## config.mk

```make
export PLATFORM = sky130hd
export DESIGN_NAME = serializer_gearbox_flat
export DESIGN_NICKNAME = d
export VERILOG_FILES = /design/src/rtl/serializer_gearbox_pkg.sv /design/src/rtl/serializer_gearbox_if.sv /design/src/rtl/serializer_gearbox_fifo.sv /design/src/rtl/serializer_gearbox.sv /design/src/flat_wrapper.sv
export SDC_FILE = /design/constraint.sdc
export NUM_CORES = 1
export LEC_CHECK = 0
export BUFFER_PORTS_ARGS = -buffer_cell sky130_fd_sc_hd__buf_2
export CAP_MARGIN = 10
export CORE_MARGIN = 8
export CORE_UTILIZATION = 52
export DETAILED_ROUTE_END_ITERATION = 8
export PLACE_DENSITY = 0.84
export SKIP_CTS_REPAIR_TIMING = 1
export SYNTH_ARGS = -nofsm -noshare
export SYNTH_HDL_FRONTEND = slang
export SYNTH_SLANG_ARGS = --single-unit
```

## constraint.sdc

```tcl
create_clock -name Clk -period 2.01 [get_ports Clk]
set_input_delay 0.3015 -clock Clk [delete_from_list [all_inputs] [get_ports Clk]]
set_output_delay 0.3015 -clock Clk [all_outputs]
set_load 0.01 [all_outputs]
```

## src/rtl/serializer_gearbox_pkg.sv

```systemverilog
// Shared constants and helpers for the word-to-slice gearbox.
package serializer_pkg;
  localparam int CNT_W = 16;
  localparam logic [9:0] DEFAULT_IDLE_WORD = 10'h354;

  function automatic int ratio(input int word_w, input int slice_w);
    return word_w / slice_w;
  endfunction

  // Bit offset inside a word of the idx-th emitted slice.
  function automatic int slice_lo(input int idx, input int n_slices, input int slice_w,
                                  input bit lsb_first);
    return lsb_first ? idx * slice_w : (n_slices - 1 - idx) * slice_w;
  endfunction
endpackage

```

## src/rtl/serializer_gearbox_if.sv

```systemverilog
// Word input handshake plus slice output bus of the gearbox.
interface serializer_gearbox_if #(
  parameter int CHANNELS    = 3,
  parameter int WORD_WIDTH  = 10,
  parameter int SLICE_WIDTH = 5,
  parameter int FIFO_DEPTH  = 4
);
  import serializer_pkg::*;
  localparam int LW = $clog2(FIFO_DEPTH + 1);

  logic [CHANNELS*WORD_WIDTH-1:0]  In_Data;
  logic                            In_Valid;
  logic                            In_Ready;
  logic                            Resync;
  logic                            Clear_Count;
  logic [CHANNELS*SLICE_WIDTH-1:0] Out_Data;
  logic                            Out_First;
  logic                            Underrun;
  logic [CNT_W-1:0]                Underrun_Count;
  logic [LW-1:0]                   Level;

  modport master (output In_Data, In_Valid, Resync, Clear_Count,
                  input  In_Ready, Out_Data, Out_First, Underrun, Underrun_Count, Level);
  modport slave  (input  In_Data, In_Valid, Resync, Clear_Count,
                  output In_Ready, Out_Data, Out_First, Underrun, Underrun_Count, Level);
endinterface

```

## src/rtl/serializer_gearbox_fifo.sv

```systemverilog
// Synchronous FIFO shared by all channels; head is the oldest entry.
module gearbox_fifo #(
  parameter int WIDTH = 30,
  parameter int DEPTH = 4,
  localparam int AW = $clog2(DEPTH),
  localparam int LW = $clog2(DEPTH + 1)
) (
  input  logic             clk,
  input  logic             rst,
  input  logic             i_push,
  input  logic [WIDTH-1:0] i_wdata,
  input  logic             i_pop,
  output logic [WIDTH-1:0] o_head,
  output logic [LW-1:0]    o_level,
  output logic             o_full,
  output logic             o_empty
);
  logic [DEPTH-1:0][WIDTH-1:0] r_mem;
  logic [AW-1:0] r_wp, r_rp;
  logic [LW-1:0] r_level;
  logic w_push, w_pop;

  assign o_full  = (r_level == LW'(DEPTH));
  assign o_empty = (r_level == '0);
  assign w_push  = i_push && !o_full;
  assign w_pop   = i_pop && !o_empty;
  assign o_head  = r_mem[r_rp];
  assign o_level = r_level;

  always_ff @(posedge clk)
    if (w_push) r_mem[r_wp] <= i_wdata;

  always_ff @(posedge clk or posedge rst) begin
    if (rst) begin
      r_wp    <= '0;
      r_rp    <= '0;
      r_level <= '0;
    end else begin
      if (w_push) r_wp <= r_wp + 1'b1;
      if (w_pop)  r_rp <= r_rp + 1'b1;
      case ({w_push, w_pop})
        2'b10:   r_level <= r_level + 1'b1;
        2'b01:   r_level <= r_level - 1'b1;
        default: r_level <= r_level;
      endcase
    end
  end
endmodule

```

## src/rtl/serializer_gearbox.sv

```systemverilog
// Multi-channel gearbox: buffers parallel words and emits one slice per channel per clock.
module serializer_gearbox
  import serializer_pkg::*;
#(
  parameter int CHANNELS    = 3,
  parameter int WORD_WIDTH  = 10,
  parameter int SLICE_WIDTH = 5,
  parameter int FIFO_DEPTH  = 4,
  parameter bit LSB_FIRST   = 1'b1,
  parameter logic [WORD_WIDTH-1:0] IDLE_WORD = WORD_WIDTH'(DEFAULT_IDLE_WORD)
) (
  input logic Clk,
  input logic Reset,
  serializer_gearbox_if.slave bus
);
  localparam int RATIO = ratio(WORD_WIDTH, SLICE_WIDTH);
  localparam int PW    = $clog2(RATIO);
  localparam int DW    = CHANNELS * WORD_WIDTH;
  localparam int SDW   = CHANNELS * SLICE_WIDTH;
  localparam int LW    = $clog2(FIFO_DEPTH + 1);

  logic [DW-1:0]  w_head, w_word, w_idle, w_order, w_idle_order;
  logic [DW-1:0]  w_shift_load, w_shift_adv;
  logic [SDW-1:0] w_first_slice, w_next_slice;
  logic [LW-1:0]  w_level;
  logic w_full, w_empty, w_load, w_pop;

  logic [DW-1:0]    r_shift;
  logic [SDW-1:0]   r_out;
  logic [PW-1:0]    r_phase;
  logic             r_first, r_und;
  logic [CNT_W-1:0] r_cnt;

  gearbox_fifo #(.WIDTH(DW), .DEPTH(FIFO_DEPTH)) u_fifo (
    .clk(Clk), .rst(Reset),
    .i_push(bus.In_Valid), .i_wdata(bus.In_Data), .i_pop(w_pop),
    .o_head(w_head), .o_level(w_level), .o_full(w_full), .o_empty(w_empty)
  );

  assign w_idle = {CHANNELS{IDLE_WORD}};
  assign w_load = (r_phase == '0) || bus.Resync;
  assign w_pop  = w_load && !w_empty;
  assign w_word = w_empty ? w_idle : w_head;

  // Reorder each word so emission order always runs from bit 0 upward; the shifter stays LSB-only.
  for (genvar c = 0; c < CHANNELS; c++) begin : g_ch
    for (genvar k = 0; k < RATIO; k++) begin : g_sl
      assign w_order[c*WORD_WIDTH + k*SLICE_WIDTH +: SLICE_WIDTH] =
        w_word[c*WORD_WIDTH + slice_lo(k, RATIO, SLICE_WIDTH, LSB_FIRST) +: SLICE_WIDTH];
      assign w_idle_order[c*WORD_WIDTH + k*SLICE_WIDTH +: SLICE_WIDTH] =
        w_idle[c*WORD_WIDTH + slice_lo(k, RATIO, SLICE_WIDTH, LSB_FIRST) +: SLICE_WIDTH];
    end
    assign w_first_slice[c*SLICE_WIDTH +: SLICE_WIDTH] = w_order[c*WORD_WIDTH +: SLICE_WIDTH];
    assign w_next_slice[c*SLICE_WIDTH +: SLICE_WIDTH]  = r_shift[c*WORD_WIDTH +: SLICE_WIDTH];
    assign w_shift_load[c*WORD_WIDTH +: WORD_WIDTH] = w_order[c*WORD_WIDTH +: WORD_WIDTH] >> SLICE_WIDTH;
    assign w_shift_adv[c*WORD_WIDTH +: WORD_WIDTH]  = r_shift[c*WORD_WIDTH +: WORD_WIDTH] >> SLICE_WIDTH;
  end

  always_ff @(posedge Clk or posedge Reset) begin
    if (Reset) begin
      r_out   <= '0;
      r_first <= 1'b0;
      r_und   <= 1'b0;
      r_phase <= '0;
      r_shift <= w_idle_order;
    end else if (w_load) begin
      r_out   <= w_first_slice;
      r_shift <= w_shift_load;
      r_first <= 1'b1;
      r_und   <= w_empty;
      r_phase <= PW'(1);
    end else begin
      r_out   <= w_next_slice;
      r_shift <= w_shift_adv;
      r_first <= 1'b0;
      r_und   <= 1'b0;
      r_phase <= (r_phase == PW'(RATIO - 1)) ? '0 : r_phase + 1'b1;
    end
  end

  // Counts on the same edge that raises Underrun; clear wins over a coincident increment.
  always_ff @(posedge Clk or posedge Reset) begin
    if (Reset)                                  r_cnt <= '0;
    else if (bus.Clear_Count)                   r_cnt <= '0;
    else if (w_load && w_empty && r_cnt != '1)  r_cnt <= r_cnt + 1'b1;
  end

  assign bus.In_Ready       = !w_full;
  assign bus.Level          = w_level;
  assign bus.Out_Data       = r_out;
  assign bus.Out_First      = r_first;
  assign bus.Underrun       = r_und;
  assign bus.Underrun_Count = r_cnt;
endmodule

```

## src/flat_wrapper.sv

```systemverilog
// flat-port wrapper written by rule: the top's interface ports become plain ports
module serializer_gearbox_flat import serializer_pkg::*;
#(
  parameter int CHANNELS    = 3,
  parameter int WORD_WIDTH  = 10,
  parameter int SLICE_WIDTH = 5,
  parameter int FIFO_DEPTH  = 4,
  parameter bit LSB_FIRST   = 1'b1,
  parameter logic [WORD_WIDTH-1:0] IDLE_WORD = WORD_WIDTH'(DEFAULT_IDLE_WORD)
)
  (Clk, Reset, bus_In_Data, bus_In_Valid, bus_Resync, bus_Clear_Count, bus_In_Ready, bus_Out_Data, bus_Out_First, bus_Underrun, bus_Underrun_Count, bus_Level);
  serializer_gearbox_if #(.CHANNELS(CHANNELS), .WORD_WIDTH(WORD_WIDTH), .SLICE_WIDTH(SLICE_WIDTH), .FIFO_DEPTH(FIFO_DEPTH)) bus_i ();
  input logic Clk;
  input logic Reset;
  input wire logic [$bits(bus_i.In_Data)-1:0] bus_In_Data;
  input wire logic [$bits(bus_i.In_Valid)-1:0] bus_In_Valid;
  input wire logic [$bits(bus_i.Resync)-1:0] bus_Resync;
  input wire logic [$bits(bus_i.Clear_Count)-1:0] bus_Clear_Count;
  output wire logic [$bits(bus_i.In_Ready)-1:0] bus_In_Ready;
  output wire logic [$bits(bus_i.Out_Data)-1:0] bus_Out_Data;
  output wire logic [$bits(bus_i.Out_First)-1:0] bus_Out_First;
  output wire logic [$bits(bus_i.Underrun)-1:0] bus_Underrun;
  output wire logic [$bits(bus_i.Underrun_Count)-1:0] bus_Underrun_Count;
  output wire logic [$bits(bus_i.Level)-1:0] bus_Level;
  assign bus_i.In_Data = bus_In_Data;
  assign bus_i.In_Valid = bus_In_Valid;
  assign bus_i.Resync = bus_Resync;
  assign bus_i.Clear_Count = bus_Clear_Count;
  assign bus_In_Ready = bus_i.In_Ready;
  assign bus_Out_Data = bus_i.Out_Data;
  assign bus_Out_First = bus_i.Out_First;
  assign bus_Underrun = bus_i.Underrun;
  assign bus_Underrun_Count = bus_i.Underrun_Count;
  assign bus_Level = bus_i.Level;
  serializer_gearbox #(.CHANNELS(CHANNELS), .WORD_WIDTH(WORD_WIDTH), .SLICE_WIDTH(SLICE_WIDTH), .FIFO_DEPTH(FIFO_DEPTH), .LSB_FIRST(LSB_FIRST), .IDLE_WORD(IDLE_WORD)) u_core (.Clk(Clk), .Reset(Reset), .bus(bus_i));
endmodule
```

; ---- After elaboration in Yosys (flattened, before gate mapping)
; Cells that the tools add are included.
[classes]
n_mux = 15
bitwise_logic = 1
addsub = 6
n_reduce_logical = 12
eq_ne = 4
magnitude_cmp = 3
[op_table]
columns = op, n
row1 = $bwmux 120, 1
row2 = $mux 30, 3
row3 = $bmux 30 s2, 1
row4 = $demux 30 s2, 1
row5 = $mux 16, 2
row6 = $mux 25, 1
row7 = $add 16x1->16 const B, 1
row8 = $ne 16x16->1 const B, 1
row9 = $mux 15, 1
row10 = $logic_and 1x1->1, 6
row11 = $lt 2x3->1 const B, 2
row12 = $pmux 3 s2, 1
row13 = $add 2x1->2 const B, 2
row14 = $mux 1, 4
row15 = $reduce_bool 2->1, 2
row16 = $add 3x1->3 const B, 1
row17 = $eq 3x3->1 const B, 1
row18 = $logic_not 3->1, 1
row19 = $sub 3x1->3 const B, 1
row20 = $eq 2x1->1 const B, 1
row21 = $eq 2x2->1 const B, 1
row22 = $ge 2x1->1 const B, 1
row23 = $logic_not 1->1, 2
row24 = $add 1x1->1 const B, 1
row25 = other kinds (2), 2
[totals]
in_bits = 35
out_inout_bits = 37
reg_bits = 191

; ---- Longest topological paths before layout
[logic_depth]
word_depth = 6
mapped_depth = 12
depth_no_buf = 10

; ---- Modules after synthesis
; A second synthesis with hierarchy kept.
[unflattened]
hier_cells = 392
area_unflattened_um2 = 7013.0
[modules_own_cells]
columns = module, n_inst, cells_per_inst, area_each_um2
row1 = gearbox_fifo, 1, 195, 4802.1
row2 = serializer_gearbox, 1, 197, 2210.9

; ---- Worst setup path before layout
; No wires, ideal clock.
[synth_timing]
kind = register to register
from = reg u_core.u_fifo.r_level[0] (netlist: u_core.u_fifo.o_level[0])
to = reg u_core.u_fifo.r_level[2] (netlist: u_core.u_fifo.o_level[2])
required_ps = 1931
period_less_slack_ps = 2229
path_stages_with_launch = 12
arrival_time_ps = 2149
setup_slack_ps = -219
setup_time_ps = 79
cell_sequence = dfrtp_1 > nor3_2 > nand2b_1 > buf_2 > clkinv_1 > clkbuf_1 > ha_1 > inv_1 > fa_1 > xor2_1 > nor2_1 > xor2_1
[synth_via]
elab_chain_len = 6
elab_cells_between_ends = 13
cone_classes = 2 x add/sub / 3 x eq/ne / 1 x mux / 7 x reduce/logical
[synth_rtl]
columns = item, line_no
row1 = start: declaration, serializer_gearbox_fifo.sv:20  ; logic [LW-1:0] r_level;
row2 = start signal: assignment, serializer_gearbox_fifo.sv:42  ; 2'b10: r_level <= r_level + 1'b1;
row3 = start signal: assignment, serializer_gearbox_fifo.sv:43  ; 2'b01: r_level <= r_level - 1'b1;
row4 = start signal: assignment, serializer_gearbox_fifo.sv:44  ; default: r_level <= r_level;
row5 = $logic_not 3->1 (*), serializer_gearbox_fifo.sv:24  ; assign o_empty = (r_level == '0);
row6 = $logic_not 1->1 (*), "serializer_gearbox_fifo.sv:26, serializer_gearbox.sv:42"
row7 = $logic_and 1x1->1, serializer_gearbox.sv:42  ; assign w_pop = w_load && !w_empty;
row8 = $logic_and 1x1->1 (*), serializer_gearbox_fifo.sv:26  ; assign w_pop = i_pop && !o_empty;
row9 = named net u_core.u_fifo.w_pop, serializer_gearbox_fifo.sv:21  ; logic w_push, w_pop;
row10 = $eq 2x1->1 or $eq 2x2->1 (tied branches), serializer_gearbox_fifo.sv:41  ; case ({w_push, w_pop})
row11 = $pmux 3 s2 or $reduce_bool 2->1 (tied branches), --
; Mark *: on every way through the listed nets, which the timed path passes. The rest lies on a longest branch.
; A chain may end at the register's enable or synchronous reset.

; ---- Worst setup path after layout
[layout_timing]
from = reg u_core.u_fifo.r_level[1] (netlist: u_core.u_fifo.o_level[1])
to = reg u_core.u_fifo.r_level[2] (netlist: u_core.u_fifo.o_level[2])
[layout_via]
elab_chain_len = 6
elab_cells_between_ends = 13
cone_classes = 2 x add/sub / 3 x eq/ne / 1 x mux / 7 x reduce/logical
[layout_rtl]
columns = item, line_no
row1 = $logic_not 3->1, serializer_gearbox_fifo.sv:24
row2 = $logic_not 1->1, "serializer_gearbox_fifo.sv:26, serializer_gearbox.sv:42"
row3 = $logic_and 1x1->1, serializer_gearbox.sv:42
row4 = $logic_and 1x1->1, serializer_gearbox_fifo.sv:26
row5 = $eq 2x1->1 or $eq 2x2->1 (tied branches), serializer_gearbox_fifo.sv:41
row6 = $pmux 3 s2 or $reduce_bool 2->1 (tied branches), --
; Several ways; a longest one is shown, not always the timed one.

==> results.txt <==
The power per cell area came out at 1380 mW/mm^2. The count of buffers from port buffering is 71. Averaged over all synthesized cells, the footprint is 18.3 um^2. The number of vias after detailed routing is 3,692. The first global-routing pass estimated 21,300 um of wire. By area the synthesized netlist is led by edfxtp_1 53%, dfrtp_1 18%, mux4_2 9.9%, dfstp_2 2.7%, mux2_2 1.5%.

The row count is 42. edfxtp_1 takes more of the synthesized area than any other cell. The total iterations of the first detailed-routing run came out at 4. The design draws 11.3 mW. The maximum resistive drop on vdd came out at 0.816 mV. The core area is 0.0130 mm^2. The top-level port count is 72. The maximum number of pins on one net before global-route repair came out at 38.

The clock network latency to the later pin of the worst-skew pair is 420 ps. The async set or reset register ratio after synthesis came out at 32.2%. By count the netlist is led by 120 x edfxtp_1, 50 x dfrtp_1, 30 x mux4_2, 11 x inv_1, 11 x nor2_1. The CTS tree is done. The total of warnings raised by yosys is 0. Static timing analysis puts the maximum clock frequency at 530 MHz.

The run finished with clean final reports. The number of nets produced by synthesis came out at 416. The starting density of the core came out at 52.6%.

For this run, the slowest stage of the critical path takes 410 ps. The H-tree depth reported by CTS is 4. The setup clock skew after layout came out at 10.5 ps. The area enclosed by the die boundary is 0.0171 mm^2. The data required time at the worst endpoint is 2350 ps.

The relative max-transition margin came out at 61.1%. The sort of element at the start of the critical path is a flop. The source of the critical timing path is u_core.u_fifo.o_level[1]$_DFFE_PP0P_. For this run, the leading register cell type out of synthesis is edfxtp_1.

In the post-synthesis netlist, the cell with the most instances is edfxtp_1. Setup repair after global routing could not meet its margin everywhere. Measured in cells, the most critical reg-to-reg path has a length of 10. The finished layout cell area came out at 0.00818 mm^2.

The residual antenna-violating net count after detailed routing is 0. The part of the Yosys area used for sequential elements is 73.5%. The initial DRC count came out at 351. The number of synthesized flops with an enable pin came out at 120. The final setup violation count is 0. The detailed placement HPWL came out at 8350 um. The number of synthesized register bits came out at 177. The netlist uses 45 different library cells. The tree is rooted in a clkbuf_16. The count of maximum capacitance violations came out at 0. After detailed routing, the average wire length per cell comes to 20.5 um. In this run the deepest clock path goes through 2 buffers. The arrival time at the worst endpoint is 2220 ps.

The clock transition at the register clock pins on the worst setup and hold paths after CTS is 70 ps. The aggregate global-route resource usage came out at 17.0%. In this run the worst hold path is classified as input pin to flop.

The top fanout value on the critical path came out at 3. Routability-driven placement finished with a final weighted congestion of 0.802. The slew at the pin with the worst max-slew slack is 578 ps. The critical path ends at u_core.u_fifo.o_level[2]$_DFFE_PP0P_. The startpoint identified for the worst register-to-register timing path is u_core.u_fifo.o_level[1]$_DFFE_PP0P_. The number of failing hold endpoints at the final stage is 0. In the synthesized netlist, the number of instances is 374.

The critical path is of the flop to flop type. The die height came out at 131 um. The initial antenna violation count is 0. The post-route clock period utilization is 93.9%. The diode insertion count for antenna repair came out at 0. The proportion of netlist area held by the largest area contributor came out at 52.6%.

The total grt overflow is 0. For this run, design rule violations remaining after detail routing come to 0. The aggregate routed wire length came out at 13,400 um. Counting every sink on the clock net gives 177. The critical path goes through inv_2 -> nand3_2 -> and2_1 -> inv_2 -> ha_4 -> inv_1 -> fa_1 -> xor2_1 -> nor2_1 -> xor2_1. The worst reg-to-reg setup slack came out at 120 ps. The count of filler cells inserted in the layout came out at 901. The endpoint identified for the worst register-to-register timing path is u_core.u_fifo.o_level[2]$_DFFE_PP0P_. After synthesis the cells add up to 0.00685 mm^2. Buffers inserted during clock tree synthesis total 17. The via count of the first global-routing pass came out at 3,919. For the finished layout, the period the worst path requires is 1890 ps.

The analysis attributes to cell leakage a power of 3.07 nW. The final-stage net count came out at 507. Measured along the x axis, the die boundary spans 131 um. Among all stages on the critical path, the largest delay is contributed by dfrtp_1.

The fraction of layout instances using a drive strength above 1 came out at 37.2%. The number of pins exceeding their max-slew limit in the final report is 0. The post-detailed-placement cell area is 0.00757 mm^2.

The detailed-route vias per instance came out at 5.65. The area growth from synthesis to final layout is 19.3%. The kind of end point of the critical path is a flop.
==> critical path: cells and delay by family, from the launching register on <==
kind	cells	cell delay, ps
buffers and inverters	3	220
xor gates and xnor gates	2	300
and+or+nand+nor	3	370
adders and majority gates	2	500
DFF	1	410
==> where the power goes <==
part | switching (mW) | total [mW] | internal (mW) | leakage (nW)
logic | 1.43 | 2.84 | 1.40 | 0.998
registers | 0.308 | 5.18 | 4.87 | 1.79
clock network | 1.34 | 3.25 | 1.91 | 0.286
==> per-layer routing <==
metal  vias to the layer above  track usage (%)  routed length [um]
met1                      1890             20.5                5300
met3                        14             4.83                 998
met5                         -                0                   0
li1                       1642                -                   -
met4                         0             5.54                 151
met2                       146             28.8                6980
==> kinds of logic after synthesis <==
logic type,after synthesis,share of synthesized area (%)
AND/OR/NAND/NOR,70,6.06
multiplexers,41,11.6
XOR/XNOR,6,0.767
adder cells (fa/ha/maj),7,1.39
buffers and inverters,30,1.92
other,1,0.0547
flip-flops,177,73.5
AO/OA/AOI/OAI,42,4.67
==> cells in the final DEF (no fill, tap or decap), types with 7 or more instances in the layout <==
cell / count
a22o_1: 9
mux2_2: 9
nor2_1: 11
o21a_1: 9
mux4_2: 30
buf_4: 11
dfstp_2: 7
inv_1: 7
edfxtp_1: 120
nor4_1: 7
and2_1: 8
dfrtp_1: 47
nor2b_1: 9
clkbuf_16: 17
buf_2: 71
==> worst min path at each step <==
stage / startpoint / endpoint / depth (start not counted)
finish: bus_In_Data[29] / u_core.u_fifo.r_mem[29]$_DFFE_PP_ / 1
global route: bus_In_Data[19] / u_core.u_fifo.r_mem[49]$_DFFE_PP_ / 1
CTS: Reset / u_core.bus.Underrun_Count[6]$_DFFE_PP0P_ / 2
detailed placement: Reset / u_core.bus.Underrun_Count[5]$_DFFE_PP0P_ / 2
global placement: Reset / u_core.bus.Underrun_Count[5]$_DFFE_PP0P_ / 2
floorplan: bus_In_Data[0] / u_core.u_fifo.r_mem[0]$_DFFE_PP_ / 0
==> sequential cells by signal (all words and copies together) (netlist names) <==
register,flops
u_core.r_phase,1
u_core.u_fifo.r_wp,2
u_core.bus.Underrun_Count,16
u_core.u_fifo.r_rp,2
u_core.bus.Underrun,1
u_core.bus.Out_First,1
u_core.u_fifo.r_mem,120
u_core.r_shift,16
u_core.u_fifo.o_level,3
u_core.bus.Out_Data,15
==> final cells by class <==
| type | instances | area [um^2] | share of cell area [%] |
|---|---|---|---|
| inverter | 13 | 53.8 | 0.658 |
| clock inverter | 10 | 125 | 1.53 |
| multi-input combinational | 167 | 1700 | 20.8 |
| sequential | 177 | 5040 | 61.7 |
| tap | 176 | 220 | 2.69 |
| timing repair buffer | 89 | 568 | 6.95 |
| clock buffer | 22 | 464 | 5.68 |
==> metrics by stage <==
| stage | instances | utilization (%) | setup WS, ps | TNS (ps) | hold WS [ps] |
|---|---|---|---|---|---|
| final | 654 | 62.7 | 123 | 0 | 91.6 |
| after global routing | 654 | 62.7 | -61.5 | -103 | 74.8 |
| after CTS | 652 | 62.6 | 23.5 | 0 | -104 |
| after detailed placement | 620 | 58.1 | 43.4 | 0 | 342 |
| after global placement | 620 | 58.1 | 138 | 0 | 334 |
| after floorplan | 374 | - | 1.98 | 0 | 400 |
Note: power is estimated with default switching activity, not from simulation.
